**src/rtl/mem_responder.sv**
```systemverilog
// mem_responder
//   Memory-side responder for the CPU load/store path. Accepts one read or
//   write request at a time, waits WAIT_CYCLES extra cycles, then performs
//   the access against an internal RAM (or the MMIO register at the all-ones
//   address) and presents the result on a held response handshake.
//
// Ports
//   clk        : single clock, rising edge
//   reset      : asynchronous, active-low
//   req_valid  : request present
//   req_ready  : high only while idle (Moore)
//   req_write  : 1 = write, 0 = read
//   req_addr   : word address
//   req_wdata  : write data
//   rsp_valid  : response present, held until rsp_ready
//   rsp_ready  : response consumed
//   rsp_rdata  : read data (0 for write responses)
//   sw         : board switches, read through the MMIO address
//   led        : LED register, written through the MMIO address
module mem_responder #(
    parameter int DATA_WIDTH  = 16,
    parameter int ADDR_WIDTH  = 8,
    parameter int WAIT_CYCLES = 1
) (
    input  logic                  clk,
    input  logic                  reset,
    input  logic                  req_valid,
    output logic                  req_ready,
    input  logic                  req_write,
    input  logic [ADDR_WIDTH-1:0] req_addr,
    input  logic [DATA_WIDTH-1:0] req_wdata,
    output logic                  rsp_valid,
    input  logic                  rsp_ready,
    output logic [DATA_WIDTH-1:0] rsp_rdata,
    input  logic [9:0]            sw,
    output logic [9:0]            led
);

    localparam logic [1:0] ST_IDLE   = 2'd0;
    localparam logic [1:0] ST_ACCESS = 2'd1;
    localparam logic [1:0] ST_RESP   = 2'd2;

    localparam int                    DEPTH     = 1 << ADDR_WIDTH;
    localparam logic [ADDR_WIDTH-1:0] MMIO_ADDR = '1;
    localparam logic [3:0]            WAIT_INIT = 4'(WAIT_CYCLES);

    logic [1:0]            state_q, state_d;
    logic [3:0]            cnt_q, cnt_d;
    logic                  wr_q, wr_d;
    logic [ADDR_WIDTH-1:0] addr_q, addr_d;
    logic [DATA_WIDTH-1:0] wdata_q, wdata_d;
    logic [DATA_WIDTH-1:0] rdata_q, rdata_d;
    logic [9:0]            led_q, led_d;
    logic                  ram_we;

    // RAM contents are deliberately not reset.
    logic [DATA_WIDTH-1:0] ram [DEPTH];

    always_comb begin
        state_d = state_q;
        cnt_d   = cnt_q;
        wr_d    = wr_q;
        addr_d  = addr_q;
        wdata_d = wdata_q;
        rdata_d = rdata_q;
        led_d   = led_q;
        ram_we  = 1'b0;

        case (state_q)
            ST_IDLE: begin
                if (req_valid) begin
                    wr_d    = req_write;
                    addr_d  = req_addr;
                    wdata_d = req_wdata;
                    cnt_d   = WAIT_INIT;
                    state_d = ST_ACCESS;
                end
            end

            ST_ACCESS: begin
                // Counter saturates at zero; the access happens on the edge
                // where it is already zero.
                if (cnt_q != 4'd0) begin
                    cnt_d = cnt_q - 4'd1;
                end else begin
                    state_d = ST_RESP;
                    if (wr_q) begin
                        rdata_d = '0;
                        if (addr_q == MMIO_ADDR) begin
                            led_d = wdata_q[9:0];
                        end else begin
                            ram_we = 1'b1;
                        end
                    end else if (addr_q == MMIO_ADDR) begin
                        rdata_d = {{(DATA_WIDTH-10){1'b0}}, sw};
                    end else begin
                        rdata_d = ram[addr_q];
                    end
                end
            end

            ST_RESP: begin
                if (rsp_ready) begin
                    state_d = ST_IDLE;
                end
            end

            default: begin
                state_d = ST_IDLE;
            end
        endcase
    end

    always_ff @(posedge clk or negedge reset) begin
        if (!reset) begin
            state_q <= ST_IDLE;
            cnt_q   <= 4'd0;
            wr_q    <= 1'b0;
            addr_q  <= '0;
            wdata_q <= '0;
            rdata_q <= '0;
            led_q   <= '0;
        end else begin
            state_q <= state_d;
            cnt_q   <= cnt_d;
            wr_q    <= wr_d;
            addr_q  <= addr_d;
            wdata_q <= wdata_d;
            rdata_q <= rdata_d;
            led_q   <= led_d;
        end
    end

    // Reset only ever holds the FSM out of ACCESS, so a write interrupted by
    // reset never reaches this port.
    always_ff @(posedge clk) begin
        if (ram_we) begin
            ram[addr_q] <= wdata_q;
        end
    end

    assign req_ready = (state_q == ST_IDLE);
    assign rsp_valid = (state_q == ST_RESP);
    assign rsp_rdata = rdata_q;
    assign led       = led_q;

endmodule

```
**config.mk**
```make
export PLATFORM = sky130hd
export DESIGN_NAME = mem_responder
export DESIGN_NICKNAME = d
export VERILOG_FILES = /design/src/rtl/mem_responder.sv
export SDC_FILE = /design/constraint.sdc
export NUM_CORES = 2
export LEC_CHECK = 0
export CAP_MARGIN = 20
export CORE_MARGIN = 4
export CORE_UTILIZATION = 45
export CTS_CLUSTER_DIAMETER = 60
export CTS_CLUSTER_SIZE = 10
export DETAILED_ROUTE_END_ITERATION = 8
export PLACE_DENSITY = 0.72
export RECOVER_POWER = 100
export SETUP_SLACK_MARGIN = 0.5
export SYNTH_ARGS = -nofsm -noshare
export SYNTH_HDL_FRONTEND = slang
export SYNTH_SLANG_ARGS = --single-unit
export TNS_END_PERCENT = 5
```
**constraint.sdc**
```tcl
create_clock -name clk -period 12.3 [get_ports clk]
set_clock_uncertainty 0.2 [all_clocks]
set_input_delay 2.46 -clock clk [delete_from_list [all_inputs] [get_ports clk]]
set_output_delay 2.46 -clock clk [all_outputs]
set_load 0.02 [all_outputs]
```
* Word-level counts from Yosys, hierarchy flattened *
Memory sizes are Yosys's and may differ from the RTL's.
Cells that the tools add are included.

storage, ports and cells
  memories = 1
  word-level logic and storage cells = 40
  memory bits (writable) = 4,096
  register bits after elaboration = 57

cells by class
  bitwise gates (word level) = 1
  eq/ne operators = 7
  add/sub/neg operators = 1
  reductions and logical operators = 8
  multiplexer cells = 15

memories
  memory  words  bits a word  read ports  clocked after Yosys merged registers in  write ports  line  source
  ram     256    16           1           0                                        1            57    logic [DATA_WIDTH-1:0] ram [DEPTH];

operator list
  cell                                                                     count
  16-bit 2-to-1 mux                                                        2
  8-bit == test, second input constant                                     1
  4-bit 2-to-1 mux                                                         2
  4-bit case mux with 2 select lines                                       1
  1-bit 2-to-1 mux                                                         6
  2-bit 2-to-1 mux                                                         3
  2-bit inequality test, second input constant                             3
  2-bit case mux with 3 select lines                                       1
  3-bit AND reduction                                                      2
  2-bit AND reduction                                                      2
  4-bit AND reduction                                                      1
  4-bit nonzero test                                                       1
  4-bit by 1-bit subtractor with 4-bit output, second input constant       1
  2-bit by 1-bit == test with 1-bit output, second input constant          1
  2-bit == test, second input constant                                     1
  2-bit zero test                                                          1
  2-bit by 1-bit inequality test with 1-bit output, second input constant  1
  2-bit nonzero test                                                       1
  1-bit inverter                                                           1

* Logic depth before layout (Yosys ltp) *
  depth in word-level cells = 7
  mapped depth = 14

* Worst setup path before layout *
No wires, ideal clock.

  kind = reg2reg
  from = register wdata_q[0]
  to = memory ram[0][0], data pin
  buffers on the path = 0
  slack = 8.104 ns
  stages on the path, launching flop included = 1
  setup time = 0.805 ns
  arrival time = 3.191 ns
  path through = dfrtp_1

RTL lines
  element                 line  source
  start, declared         51    logic [DATA_WIDTH-1:0] wdata_q, wdata_d;
  start signal, assigned  128   wdata_q <= wdata_d;
  end, declared           57

No word-level cell before the write port.

* Final worst setup path *
  from = register addr_q[2]
  to = memory ram[206][6], enable pin

on the way
  longest elaborated chain between the ends = 7

ends and longest elaborated chain
  element                                 line  source
  start, declared                         50    logic [ADDR_WIDTH-1:0] addr_q, addr_d;
  start signal, assigned                  127   addr_q <= addr_d;
  8-bit == test                           89    if (addr_q == MMIO_ADDR) begin
  1-bit 2-to-1 mux                        89
  1-bit 2-to-1 mux                        87    if (wr_q) begin
  1-bit 2-to-1 mux                        83    if (cnt_q != 4'd0) begin
  1-bit 2-to-1 mux                        69    case (state_q)
  1-bit 2-to-1 mux                        137   if (ram_we) begin
  1-bit 2-to-1 mux (not written as such)  138   ram[addr_q] <= wdata_q;

Parallel ways exist; a longest one is shown, timed or not.

==> implementation parameters <==
Parameter                              Value

Placement
  Sum of net half-perimeters after detailed placement ... 267000 µm
  I/O Buffers ... 66
  Instance area at placement ... around 170000 µm²
  Last weighted congestion value of the routability-driven placer ... 0.958

STA
  RSZ-0062 raised after global routing ... false
  Share of the clock period used by the worst path after layout ... 78.9%
  Least-Margin Pin Slew ... 4.79 ns
  Final Setup Violations ... 0
  Max_slew headroom ... -219%
  Min Tclk post-route ... about 9.7 ns
  Highest Clock Rate ... 0.103 GHz
  Min Hold Slack ... 0.308 ns
  Post-Route Setup TNS ... 0 ns
  Final-report max-slew violation count ... 4529
  Final hold viol count ... 0

Synth
  Distinct cells, synth ... 62
  Syn Inst Count ... 6966
  Number of flops mapped to enable cells by yosys ... around 4k
  Seq/Total Area, Yosys ... 78.2%
  Flop and latch count out of synthesis ... 4151
  Yosys Warn Count ... 0
  Syn avg cell area ... 22.8 µm²
  Cell Area, Synth ... roughly 160000 µm²
  Main flop type after synthesis ... sky130_fd_sc_hd__edfxtp_1
  Fraction of synthesis flops using an asynchronous set or reset pin ... 1.37%

Global route
  First-pass GRT wire length ... 620000 µm
  GRT Resource Usage Total ... around 24%
  Initial antenna violation count ... 40
  Pin count of the biggest net entering global routing ... 193
  Total grt overflow ... 0
  Number of global-route vias before repair ... about 80k

Die
  Count of pins on the block boundary ... 67
  Die Width ... between 600 and 700 µm
  Site row count ... 218
  Total core area ... 352000 µm²
  Effective utilization at floorplan ... 45.1%
  Die outline area ... 363000 µm²
  Chip Height ... 603 µm

Power and ir drop
  Sum of internal, switching and leakage power ... 44.2 mW
  Areal power density over the cells ... 248 nW/µm²
  Worst supply voltage drop on vdd ... 0.187 mV
  Leak pwr ... 54.7 nW

Route
  ANT nets after route ... 0
  DRC violations left ... 2
  Total via count after detailed routing ... ~80k
  Initial detailed-routing violation count ... around 13k
  Average wire length per cell after detail routing ... ~36 µm
  Detailed-routing iteration count for the pre-antenna-repair pass ... 9
  Detailed-route vias per instance ... roughly 6.5
  Routed WL ... 445000 µm

Setup path
  Worst setup EP type ... register
  Worst endpoint data arrival time ... 10.02 ns
  Critical path required time ... 12.62 ns
  Worst Setup Path Type ... register to register
  Kind of start point of the critical path ... register
  Highest fanout seen on the critical path ... 24

Finish
  Final design area excluding fillers ... approximately 180000 µm²
  Commonest cells after routing, fill and taps aside ... sky130_fd_sc_hd__edfxtp_1 (4094), sky130_fd_sc_hd__mux4_2 (1057), sky130_fd_sc_hd__clkbuf_16 (466)
  Net count, final ... 7554
  Syn-to-layout area delta ... 12.2%
  Leading cell type in the layout, fill and taps excluded ... sky130_fd_sc_hd__edfxtp_1
  Fraction of final layout cells with drive strength greater than 1 ... 23.1%
  Final core area utilization ... 50.6%

Run status
  Violations in the final reports ... DRC, capacitance limit, slew limit
  Status ... finished, violations left

Clocking
  Number of buffers inserted during clock tree synthesis ... 460
  Number of cells upsized or downsized after cts ... 0
  Post-CTS setup repair buffer count ... 0
  Number of clock sinks ... 4151
  Number of buffers between clock root and the deepest sink ... 4
  Number of hold-repair buffers added at the cts stage ... 0
  CTS tree ... done
  Clock slew seen by the registers of the worst setup and hold paths ... 0.06 ns
  Htree depth ... 5
  Root Driver ... sky130_fd_sc_hd__clkbuf_16
  Insertion delay of the later-clocked pin in the worst-skew pair ... 0.97 ns

Run
  Maximum capacitance violations ... 96

Min path
  Worst hold path type ... register to register
-- cell type report --
| type | instances | area [µm²] |
|---|---|---|
| multi-input combinational | 2428 | 32900 |
| timing repair buffer | 463 | 2800 |
| sequential | 4151 | 124000 |
| clock buffer | 565 | 12000 |
| antenna | 29 | 72.6 |
| tap | 4730 | 5920 |
| inverter | 9 | 33.8 |
| fill | 27000 | 174000 |
| clock inverter | 22 | 315 |
-- logic make-up after synthesis --
family | after synthesis | synth area share [%]
buffers and inverters | 400 | 1.29
flip-flops | 4151 | 78.2
other | 1 | 0.00236
AND/OR/NAND/NOR | 619 | 1.70
XOR/XNOR | 2 | 0.0110
adder cells (fa/ha/maj) | 2 | 0.0157
AO/OA/AOI/OAI | 448 | 2.00
multiplexers | 1343 | 16.8
-- synth_stat cells (21+ instances only) --
master	number	share of area, %
sky130_fd_sc_hd__mux2i_1	246	1.5
sky130_fd_sc_hd__buf_2	173	0.54
sky130_fd_sc_hd__clkbuf_1	115	0.27
sky130_fd_sc_hd__nor4_1	21	0.083
sky130_fd_sc_hd__dfrtp_1	57	0.90
sky130_fd_sc_hd__nand3_1	49	0.15
sky130_fd_sc_hd__mux2_2	40	0.28
sky130_fd_sc_hd__buf_4	73	0.34
sky130_fd_sc_hd__o21ai_0	30	0.094
sky130_fd_sc_hd__a22oi_1	150	0.71
sky130_fd_sc_hd__nor2_1	305	0.72
sky130_fd_sc_hd__edfxtp_1	4094	77
sky130_fd_sc_hd__o22ai_1	76	0.30
sky130_fd_sc_hd__buf_1	22	0.052
sky130_fd_sc_hd__mux4_2	1057	15
sky130_fd_sc_hd__nand2_1	141	0.33
sky130_fd_sc_hd__a21oi_1	48	0.15
sky130_fd_sc_hd__a31oi_1	22	0.087
-- per-stage QoR --
stage               setup WS, ns  std cells
floorplan                   8.10       6979
global placement            6.15      11800
detailed placement          6.25      11800
CTS                         6.23      12400
global route                3.03      12400
finish                      2.60      12400
-- layer usage --
layer / up-vias / routed length (µm) / track usage, %
met5: - / 116 / 0
met4: 14 / 29900 / 13.2
met3: 1178 / 55300 / 6.86
met2: 6165 / 207000 / 36.7
met1: 42200 / 152000 / 31.3
li1: 30600 / - / -
-- critical path: stages, from the launching register on --
cell and delay (ns):
sky130_fd_sc_hd__dfrtp_1 1.20, sky130_fd_sc_hd__and2_0 0.55, sky130_fd_sc_hd__nand3_2 0.12, sky130_fd_sc_hd__clkbuf_1 1.89, sky130_fd_sc_hd__nor2_1 0.79, sky130_fd_sc_hd__nor2_1 0.98, sky130_fd_sc_hd__clkbuf_1 0.90, sky130_fd_sc_hd__buf_4 0.38
sky130_fd_sc_hd__nand3_1 0.74, sky130_fd_sc_hd__nor2_1 1.49
-- flip-flops by register name, summed over array words and instances (netlist names) --
name and count:
wdata_q 16, wr_q 1, ram 4094, state_q 2
addr_q 8, rsp_rdata 16, cnt_q 4, led 10
-- final timing paths --
kind                       cells past startpoint  slack, ns                   from                     end
max                                            9       2.60  addr_q[2]$_DFFE_PN0P_   ram[206][6]$_DFFE_PP_
max reg2reg                                    9       2.60  addr_q[2]$_DFFE_PN0P_   ram[206][6]$_DFFE_PP_
max in group asynchronous                      2       6.22                  reset   addr_q[1]$_DFFE_PN0P_
min                                            1       0.31     led[0]$_DFFE_PN0P_      led[0]$_DFFE_PN0P_
min reg2reg                                    1       0.31     led[0]$_DFFE_PN0P_      led[0]$_DFFE_PN0P_
min in group asynchronous                      1       1.77                  reset  wdata_q[3]$_DFFE_PN0P_
-- power by group --
part	switching [mW]	internal (mW)	total, mW	leakage (nW)
sequential	0.768	18.2	18.9	37.6
combinational	9.02	4.37	13.4	11.1
clock	5.11	6.76	11.9	6.01
total	14.9	29.3	44.2	54.7
(Power assumes the default switching activity.)
